==> src/rtl/uart_pkg.sv <==
// uart_pkg: shared UART FSM encodings, parity-mode constants and width helper.
package uart_pkg;
  typedef enum logic [2:0] {
    ST_IDLE   = 3'd0,
    ST_START  = 3'd1,
    ST_DATA   = 3'd2,
    ST_PARITY = 3'd3,
    ST_STOP   = 3'd4
  } tx_state_e;
  localparam logic [1:0] PAR_NONE = 2'b00;
  localparam logic [1:0] PAR_EVEN = 2'b01;
  localparam logic [1:0] PAR_ODD  = 2'b10;
  function automatic int clogb2(input int n);
    int r;
    r = 1;
    while ((1 << r) < n) r++;
    return r;
  endfunction
endpackage

==> src/rtl/uart_bit_timer.sv <==
// uart_bit_timer: counts oversampling ticks and strobes bit_end on the last tick of each bit.
module uart_bit_timer
  import uart_pkg::*;
#(
  parameter int NB_OVS = 16
) (
  input  logic clk,
  input  logic rst_n,
  input  logic clear,
  input  logic tick,
  output logic bit_end
);
  localparam int CW = clogb2(NB_OVS);
  localparam logic [CW-1:0] LAST = CW'(NB_OVS - 1);
  logic [CW-1:0] cnt;
  assign bit_end = !clear && tick && cnt == LAST;
  always_ff @(posedge clk or negedge rst_n)
    if (!rst_n) cnt <= '0;
    else if (clear) cnt <= '0;
    else if (tick) cnt <= bit_end ? '0 : cnt + 1'b1;
endmodule

==> src/rtl/uart_tx_cfg.sv <==
// uart_tx_cfg: UART transmitter with runtime parity (none/even/odd) and 1 or 2 stop bits.
module uart_tx_cfg
  import uart_pkg::*;
#(
  parameter int NB_DATA = 8,
  parameter int NB_OVS  = 16
) (
  input  logic               clk,
  input  logic               i_rst_n,
  input  logic               i_tick,
  input  logic               i_valid,
  input  logic [NB_DATA-1:0] i_data,
  input  logic [1:0]         i_parity_mode,
  input  logic               i_two_stop,
  output logic               o_ready,
  output logic               o_tx,
  output logic               o_busy,
  output logic               o_done
);
  localparam int BW = clogb2(NB_DATA);
  localparam logic [BW-1:0] LAST_BIT = BW'(NB_DATA - 1);
  tx_state_e state, state_d;
  logic [NB_DATA-1:0] shift, shift_d;
  logic [BW-1:0] bit_idx;
  logic stop_idx, par_en, par_bit, two_stop, bit_end, xfer, last_stop, tx_d;
  assign xfer = i_valid && o_ready;
  assign last_stop = !two_stop || stop_idx;
  uart_bit_timer #(.NB_OVS(NB_OVS)) u_timer (
    .clk    (clk),
    .rst_n  (i_rst_n),
    .clear  (state == ST_IDLE),
    .tick   (i_tick),
    .bit_end(bit_end)
  );
  always_ff @(posedge clk or negedge i_rst_n)
    if (!i_rst_n) state <= ST_IDLE;
    else state <= state_d;
  always_comb begin
    state_d = ST_IDLE;
    case (state)
      ST_IDLE:   state_d = xfer ? ST_START : ST_IDLE;
      ST_START:  state_d = bit_end ? ST_DATA : ST_START;
      ST_DATA:   state_d = !(bit_end && bit_idx == LAST_BIT) ? ST_DATA : par_en ? ST_PARITY : ST_STOP;
      ST_PARITY: state_d = bit_end ? ST_STOP : ST_PARITY;
      ST_STOP:   state_d = (bit_end && last_stop) ? ST_IDLE : ST_STOP;
      default:   state_d = ST_IDLE;
    endcase
  end
  // o_tx is registered from the next state so the line moves on the same edge as the FSM
  always_comb begin
    o_ready = state == ST_IDLE;
    o_busy  = !o_ready;
    o_done  = state == ST_STOP && bit_end && last_stop;
    shift_d = xfer ? i_data : (state == ST_DATA && bit_end) ? shift >> 1 : shift;
    tx_d    = state_d == ST_START ? 1'b0 : state_d == ST_DATA ? shift_d[0] :
              state_d == ST_PARITY ? par_bit : 1'b1;
  end
  always_ff @(posedge clk or negedge i_rst_n)
    if (!i_rst_n) begin
      shift    <= '0;
      bit_idx  <= '0;
      stop_idx <= 1'b0;
      par_en   <= 1'b0;
      par_bit  <= 1'b0;
      two_stop <= 1'b0;
      o_tx     <= 1'b1;
    end else begin
      shift <= shift_d;
      o_tx  <= tx_d;
      if (xfer) begin
        par_en   <= i_parity_mode == PAR_EVEN || i_parity_mode == PAR_ODD;
        par_bit  <= i_parity_mode == PAR_ODD ? ~^i_data : ^i_data;
        two_stop <= i_two_stop;
      end
      if (state == ST_DATA && bit_end) bit_idx <= bit_idx == LAST_BIT ? '0 : bit_idx + 1'b1;
      if (state == ST_STOP && bit_end) stop_idx <= !last_stop;
    end
endmodule

==> config.mk <==
export PLATFORM = sky130hd
export DESIGN_NAME = uart_tx_cfg
export DESIGN_NICKNAME = d
export VERILOG_FILES = /design/src/rtl/uart_pkg.sv /design/src/rtl/uart_bit_timer.sv /design/src/rtl/uart_tx_cfg.sv
export SDC_FILE = /design/constraint.sdc
export NUM_CORES = 1
export LEC_CHECK = 0
export CAP_MARGIN = 0
export CORE_MARGIN = 2
export CORE_UTILIZATION = 35
export CTS_CLUSTER_SIZE = 20
export DETAILED_ROUTE_END_ITERATION = 10
export SETUP_SLACK_MARGIN = 0.1
export SYNTH_ARGS = -nofsm -noshare
export SYNTH_HDL_FRONTEND = slang
export SYNTH_SLANG_ARGS = --single-unit
export TNS_END_PERCENT = 10
==> constraint.sdc <==
create_clock -name clk -period 2.1 [get_ports clk]
set_clock_uncertainty 0.2 [all_clocks]
set_input_delay 0.315 -clock clk [delete_from_list [all_inputs] [get_ports clk]]
set_output_delay 0.315 -clock clk [all_outputs]
set_load 0.03 [all_outputs]
==> results of run 1 <==
==> worst max-delay path: cells and delay by family (launching register included) <==
kind	cells	cell delay (ns)
buffers and inverters	2	0.42
DFF	1	0.48
and+or+nand+nor	1	0.23
==> cells by family after synthesis <==
group | synth area share, %
and+or+nand+nor | 18.40
buffers and inverters | 4.900
AOI/OAI and AO/OA | 12.00
xor gates and xnor gates | 6.300
muxes | 8.300
adders and majority gates | 4.000
DFF | 46.10
==> where the power goes <==
group,leakage [nW],internal (W),switching [W]
Combinational,0.445,0.000256,0.000246
Sequential,0.285,0.000599,0.000128
Clock,0.0150,0.0000742,0.000129
==> area by class of cell <==
| cell class | count | area, µm² |
|---|---|---|
| multi-input combinational | 89 | 635.6 |
| clock buffer | 4 | 26.28 |
| inverter | 5 | 18.77 |
| sequential | 23 | 579.3 |
| fill | 335 | 1787 |
| tap | 46 | 57.56 |
| timing repair buffer | 33 | 285.3 |
==> repair_timing <==
item	in CTS	in global routing
pin swaps	1	2
endpoints found under the setup margin	3	5
gates resized for setup	2	6
gates cloned	0	0
setup buffers	2	3
==> worst max path at each step <==
stage	cells past startpoint	from	to
after floorplan	5	state[2]$_DFF_PN0_	shift[5]$_DFFE_PN0P_
after global placement	6	i_tick	o_tx$_DFF_PN1_
after detailed placement	6	i_tick	o_tx$_DFF_PN1_
after CTS	4	u_timer.cnt[1]$_DFFE_PN0P_	o_done
after global routing	6	u_timer.cnt[1]$_DFFE_PN0P_	o_tx$_DFF_PN1_
final	3	state[1]$_DFF_PN0_	o_busy
==> Yosys cell counts <==
library cell / instances
and3_1: 1
buf_2: 4
o21ai_0: 10
nor3_2: 1
ha_1: 4
a21oi_1: 5
o31a_1: 1
nor2_4: 1
dfrtp_1: 22
a311oi_1: 1
nor2b_1: 2
and4_1: 1
o31ai_1: 1
o22ai_1: 1
nor3_1: 2
and2_1: 1
nor4_2: 1
a31oi_4: 1
or4b_4: 1
mux2i_1: 7
nand4_1: 3
dfstp_2: 1
inv_1: 5
a221oi_2: 1
nand3_1: 2
nand2_1: 17
xnor2_1: 7
nor2_1: 9
mux2_2: 3
xor2_1: 2
a21o_1: 1
nand2b_1: 1
or3_1: 1
buf_6: 2
==> per-layer routing <==
metal  global-route usage [%]  vias up
met2                    23.18       19
met1                    15.73      462
li1                         -      486
met3                    2.817        5
met4                    5.707        0
met5                        0        -
==> stage by stage <==
stage          area, µm²  setup WS (ns)
3_3_place_gp        1521        0.04196
2_1_floorplan       1256         0.1393
3_5_place_dp        1521       -0.02564
6_report            1603         0.1491
5_1_grt             1603        0.03610
4_1_cts             1560        0.07299
==> sequential cells by signal, summed over array words and instances, names as in the netlist, 3 cells and up <==
| name | cells |
|---|---|
| bit_idx | 3 |
| state | 3 |
| u_timer.cnt | 4 |
| shift | 8 |
==> results.toml, run 1 <==
[yosys]
yosysWarnings = 0
ys_top_cells_by_area = "dfrtp_1, mux2i_1, nand2_1"
synth_seq_cells = 23
netlist.area_leader.share_pct = 44.00
yosysSeqAreaShare_pct = 46.10
postSynthAreaPerCell_um2 = 10.17
ys_types = 34
syn-num-nets = 142
netlist_area_mm2 = 0.001251
yosys.area.top_type = "dfrtp_1"
synth_cells = 123

[clocking]
cts_tree = "built"
root_buffer = "clkbuf_4"
clk_pin_slew_ns = 0.12
clockBufferDepth = 2
insertion_delay_ns = 0.31
htree_levels = 1
cts_num_sinks = 23
cts-hold-fix-buffers = 0
cts_buffers = 3

[global_route]
grt_max_degree = 24
antenna_found_initial = 0
grt_pass1_vias = 982
grt_pass1_wl_um = 4236
grt_usage_pct = 13.32
grt_overflow = 0

[floorplan]
rows = 21
die_h_um = 63.79
dieArea_mm2 = 0.004069
io_pins = 19
start_util_pct = 36.91
fp.coreArea_mm2 = 0.003390
die_w_um = 63.79

[worst_setup_path]
reg2reg_depth = 6
cp_cell_sequence = "nor3_2 > inv_1 > dlygate4sd2_1"
critPathMaxFanout = 7
r2r_start = "u_timer.cnt[1]$_DFFE_PN0P_"
crit_type = "flip-flop to output pin"
r2r_end = "o_tx$_DFF_PN1_"
end_kind = "output pin"
required_ns = 1.58
cp_slowest_cell = "dfrtp_2"
arrival_ns = 1.44
r2r_setup_slack_ns = 0.17
cp-start-kind = "flip-flop"
critPathMaxStageDelay_ns = 0.48

[routing]
ant_nets = 0
post_drt_wl_per_cell_um = 12.39
routed-wl-met2_um = 1196
post-route-drc-count = 0
firstDrtPassIters = 3
highest_layer = "met4"
vias = 972
drt-initial-drc-count = 69
wirelength_met1_um = 1119
dr_wl_met3_um = 122
routed_wl_um = 2477
viasPerCell = 4.860

[layout]
area_growth_pct = 28.10
fin_cells = 200
drive_gt1_share_pct = 22.73
n_antenna_cell = 0
post-route-util_pct = 47.29
mostFrequentLayoutCell = "dfrtp_1"
mostFrequentLayoutCells = "dfrtp_1, nand2_1, buf_4"
nNetsFinal = 174

[timing]
min_period_ns = 1.951
tightest_slew_ns = 0.4515
finalSetupViolCount = 0
max-slew-margin-rel_pct = 69.90
hold_viol = 0
rsz0062_at_grt = "yes"
fmaxAchievable_mhz = 512.6
drv_slew = 0
fin_setup_tns_ns = 0
holdWs_ns = 0.1432
finalCritPeriodShare_pct = 92.90

[place]
dpl.cell_count = 191
gp_congestion = 0.6867
portBuffers = 18
dpl.hpwl_um = 1832

[power]
leakagePower_nw = 0.7450
vdd.ir_drop.worst_uv = 299.0
total_power_w = 0.001432
pwr_density_cell_mw_per_mm2 = 893.2

[flow_run]
maxCapViolations = 0

[min_path]
hold_path.class = "input pin to asynchronous set/reset pin"

[run_status]
status = "finished clean"
Power figures use the tool's default switching activity.
==> run 2, diff against run 1 <==
CAP_MARGIN = not set   (was 0)
CORE_UTILIZATION = 55   (was 35)
DONT_BUFFER_PORTS = 1   (was not set)
PLACE_DENSITY = 0.7   (was not set)
==> run 2 against run 1 <==
First-iteration DRC count down 77%. Core utilization up 23 points. Sequential share of layout area up 1.8 points. Cell count down 13%. Sequential power up 2.8%. Combinational power down 2%. Register-to-register slack better by 0.04 ns. Via count down 0.21%. Power up 0.61%.
==> results.toml, run 2 (synthesis gave the netlist of run 1 again) <==
[run_status]
status = "finished clean"

[routing]
vias = 970
post_drt_wl_per_cell_um = 14.93
routed_wl_um = 2598
post-route-drc-count = 0
ant_nets = 0
drt-initial-drc-count = 16
viasPerCell = 5.575
firstDrtPassIters = 4

[min_path]
hold_path.class = "input pin to flip-flop"

[layout]
nNetsFinal = 166
drive_gt1_share_pct = 23.97
largest_reg_flops = 8
regMostFlops = "shift"
mostFrequentLayoutCell = "dfrtp_1"
top_regs = "shift (8), u_timer.cnt (4)"
mostFrequentLayoutCells = "dfrtp_1, nand2_1, buf_4"
area_growth_pct = 22.20
fin_cells = 174
post-route-util_pct = 69.79
fill_cells = 163
n_antenna_cell = 0

[worst_setup_path]
critPathBufInv = 2
crit_type = "flip-flop to output pin"
required_ns = 1.58
critPathMaxStageDelay_ns = 0.41
cp_cell_sequence = "ha_4 > nand4_1 > buf_4 > nor3_2 > buf_4"
cp-start-kind = "flip-flop"
critPathMaxFanout = 3
cp_common_cell = "buf_4"
end_kind = "output pin"
cp_slowest_cell = "dfrtp_1"
path_delay_family = "flip-flops"
arrival_ns = 1.43

[timing]
worst_slack_ns = 0.1578
min_period_ns = 1.942
tightest_slew_ns = 1.043
fin_setup_tns_ns = 0
fmaxAchievable_mhz = 514.9
max-slew-margin-rel_pct = 30.22
finalSetupViolCount = 0
hold_viol = 0
rsz0062_at_grt = "yes"
drv_slew = 0
holdWs_ns = 0.01232
finalCritPeriodShare_pct = 92.49

[global_route]
grt_pass1_vias = 1003
antenna_found_initial = 0
grt_overflow = 0
grt_max_degree = 24
grt_pass1_wl_um = 4319
grt_usage_pct = 21.87

[clocking]
cts_tree = "built"
cts_buffers = 3
root_buffer = "clkbuf_4"
clockBufferDepth = 2
htree_levels = 1
cts_num_sinks = 23
insertion_delay_ns = 0.30
clk_pin_slew_ns = 0.13

[power]
pwr_density_cell_mw_per_mm2 = 942.1
vdd.ir_drop.worst_uv = 626.0
leakagePower_nw = 0.7108

[place]
dpl.cell_count = 151
dpl.hpwl_um = 1723
pre_cts_ws_ns = 0.08110
gp_congestion = 0.7783
portBuffers = 0

[floorplan]
rows = 17
fp.coreArea_mm2 = 0.002191
start_util_pct = 57.11
die_h_um = 51.70
dieArea_mm2 = 0.002672
die_w_um = 51.70
io_pins = 19

[flow_run]
maxCapViolations = 0
## run 2: cell count changes in the layout (fill, tap and decap cells not counted), sizes merged
cell           previous run  this run
buf                      17        14
clkdlybuf4s50            14         0
dlygate4sd2               2         0
dlygate4sd3               0        11
## run 2: layer usage
layer  GRT usage [%]  wire, µm  vias to the layer above
met5               0         0                        -
met4           9.211        36                        0
met3           2.874        71                        4
met2           37.82      1345                       13
met1           27.37      1145                      485
li1                -         -                      468
## run 2: area by class of cell
type	count	area (µm²)	area share, %
clock buffers	4	26.28	1.718
inverters	5	18.77	1.227
multi-input cells	89	653.1	42.72
flip-flops and latches	23	580.6	37.97
well taps	28	35.03	2.291
repair buffers	25	215.2	14.08
## run 2: repair_timing
item | in CTS | in global routing
endpoints found under the setup margin | 7 | 8
pin swaps | 3 | 3
hold buffers | 11 | 0
resized for setup | 1 | 10
setup buffers | 5 | 3
hold endpoints to repair | 33 | 0
## run 2: where the power goes
group          internal (W)  switching [W]  total [W]
Clock             0.0000740       0.000128   0.000202
Combinational      0.000254       0.000238   0.000492
Sequential         0.000600       0.000147   0.000747
## run 2: path summary, 6_finish.rpt
path / from / to / slack (ns) / cells after the start
max: u_timer.cnt[0]$_DFFE_PN0P_ / o_done / 0.16 / 5
min reg2reg: two_stop$_DFFE_PN0P_ / two_stop$_DFFE_PN0P_ / 0.29 / 2
max reg2reg: u_timer.cnt[0]$_DFFE_PN0P_ / o_tx$_DFF_PN1_ / 0.21 / 7
min in group asynchronous: i_rst_n / shift[0]$_DFF_PN0_ / 0.43 / 1
max in group asynchronous: i_rst_n / state[1]$_DFF_PN0_ / 0.58 / 1
min: i_parity_mode[1] / par_en$_DFFE_PN0P_ / 0.01 / 2
## run 2: per-stage QoR
step / power (W) / instance area (µm²)
2_1_floorplan: 0.001014 / 1256
3_3_place_gp: 0.001074 / 1294
3_5_place_dp: 0.001107 / 1294
4_1_cts: 0.001372 / 1470
5_1_grt: 0.001551 / 1529
6_report: 0.001440 / 1529
==> run 3, diff against run 2 <==
clock period = 1.8 ns   (was 2.1 ns; I/O delays follow)
==> run 3 against run 2 <==
The flow now finishes with violations (setup timing). Hold slack lost 0.0074 ns. Critical path type unchanged. Global-route usage rose by 0.25 points. Critical path depth did not move. Count of clock-buffer cells in the layout did not move. Register-to-register slack worse by 0.32 ns. Sequential cell count unchanged. Sequential share of layout area down 1.5 points.
==> results.toml, run 3 (synthesis gave the netlist of run 1 again) <==
[run_status]
status = "finished, violations left"
violations = "setup timing"

[floorplan]
die_w_um = 51.70
rows = 17
io_pins = 19
fp.coreArea_mm2 = 0.002191
die_h_um = 51.70
dieArea_mm2 = 0.002672
start_util_pct = 57.11

[routing]
drt-initial-drc-count = 5
post-route-drc-count = 0
routed_wl_um = 2483
firstDrtPassIters = 4
viasPerCell = 5.435
ant_nets = 0
vias = 962
post_drt_wl_per_cell_um = 14.03

[timing]
finalCritPeriodShare_pct = 106.2
min_period_ns = 1.911
hold_viol = 0
rsz0062_at_grt = "yes"
worst_slack_ns = -0.1115
finalSetupViolCount = 11
max-slew-margin-rel_pct = 33.84
tightest_slew_ns = 0.9892
fmaxAchievable_mhz = 523.2
fin_setup_tns_ns = -0.6406
drv_slew = 0

[layout]
mostFrequentLayoutCells = "dfrtp_1, nand2_1, dlygate4sd3_1"
n_antenna_cell = 0
area_growth_pct = 26.60
top_regs = "shift (8), u_timer.cnt (4)"
drive_gt1_share_pct = 25.50
post-route-util_pct = 72.30
regMostFlops = "shift"
largest_reg_flops = 8
stdcell_area_mm2 = 0.001584
mostFrequentLayoutCell = "dfrtp_1"
nNetsFinal = 169

[power]
p_clk_share_pct = 14.1
swShare_pct = 35.73
total_power_w = 0.001684
pwr_density_cell_mw_per_mm2 = 1063
p_int_w = 0.001082
pwr-share-seq_pct = 49.7
leakagePower_nw = 0.7366
p_comb_share_pct = 36.1
power.switching_w = 0.0006017
vdd.ir_drop.worst_uv = 699.8

[clocking]
root_buffer = "clkbuf_4"
cts_num_sinks = 23
cts_buffers = 3
clk_pin_slew_ns = 0.12
htree_levels = 1
cts_tree = "built"
insertion_delay_ns = 0.31
clockBufferDepth = 2

[global_route]
antenna_found_initial = 0
grt_pass1_wl_um = 4340
grt_max_degree = 24
grt_usage_pct = 22.12
grt_pass1_vias = 1043
grt_overflow = 0

[place]
dpl.hpwl_um = 1753
pre_cts_ws_ns = -0.06145
gp_congestion = 0.8083
portBuffers = 0
place_area_mm2 = 0.001350

[worst_setup_path]
cp-start-kind = "flip-flop"
required_ns = 1.33
crit_type = "flip-flop to output pin"
r2r_end = "bit_idx[2]$_DFFE_PN0P_"
end_kind = "output pin"
cp_cell_sequence = "ha_2 > nand4_1 > buf_4 > nor3_2 > buf_4"
reg2reg_depth = 6
critPathMaxFanout = 3
cp_slowest_cell = "dfrtp_1"
r2r_start = "u_timer.cnt[0]$_DFFE_PN0P_"
critPathMaxStageDelay_ns = 0.38
arrival_ns = 1.44
critPathBufInv = 2
cp_common_cell = "buf_4"
path_delay_family = "flip-flops"
r2r_setup_slack_ns = -0.11

[flow_run]
maxCapViolations = 0

[min_path]
min_from = "i_tick"
hold_depth = 3
hold_path.class = "input pin to flip-flop"
min_to = "u_timer.cnt[2]$_DFFE_PN0P_"
-- run 3: through the flow --
stage	cells	hold slack, ns
final	177	0.004911
after global routing	177	0.02087
after CTS	175	0.001545
after detailed placement	156	-0.2251
after global placement	156	-0.2251
after floorplan	123	-0.2256
-- run 3: power groups by stage --
stage / Combinational [W] / Sequential [W] / Clock (W)
final: 0.000609 / 0.000838 / 0.000238
after CTS: 0.000567 / 0.000833 / 0.000245
after global routing: 0.000693 / 0.000861 / 0.000262
after global placement: 0.000483 / 0.000833 / 0
after floorplan: 0.000395 / 0.000810 / 0
after detailed placement: 0.000517 / 0.000842 / 0
-- run 3: worst min-delay path: cells and delay by family --
| family | cells | cell delay, ns |
|---|---|---|
| and+or+nand+nor | 2 | 0.15 |
| xor gates and xnor gates | 1 | 0.06 |
-- run 3: worst max-delay path by stage --
stage,end,cells past startpoint,startpoint
floorplan,o_tx$_DFF_PN1_,7,state[2]$_DFF_PN0_
global placement,o_tx$_DFF_PN1_,6,u_timer.cnt[0]$_DFFE_PN0P_
detailed placement,o_tx$_DFF_PN1_,6,u_timer.cnt[1]$_DFFE_PN0P_
CTS,o_done,5,u_timer.cnt[0]$_DFFE_PN0P_
global route,o_tx$_DFF_PN1_,8,u_timer.cnt[0]$_DFFE_PN0P_
finish,o_done,5,u_timer.cnt[0]$_DFFE_PN0P_
-- run 3: routing by layer --
layer / track usage [%] / share of wire (%) / wire length, µm
met1: 26.33 / 44 / 1085
met3: 4.023 / 2.7 / 67
met5: 0 / 0 / 0
met4: 11.40 / 1.3 / 32
met2: 38.03 / 52 / 1296
-- run 3: area by class of cell --
class / instances / area [µm²]
fill: 169 / 606.8
sequential: 23 / 578.1
tap: 28 / 35.03
inverter: 5 / 18.77
clock buffer: 4 / 26.28
timing repair buffer: 28 / 267.8
multi-input combinational: 89 / 658.1
-- run 3: repair_timing --
item,in CTS,in global routing
gates resized for setup,0,15
cloned,0,0
endpoints found under the setup margin,14,18
hold endpoints to repair,34,0
buffers inserted,3,2
hold buffers,12,0
pin swaps,4,3
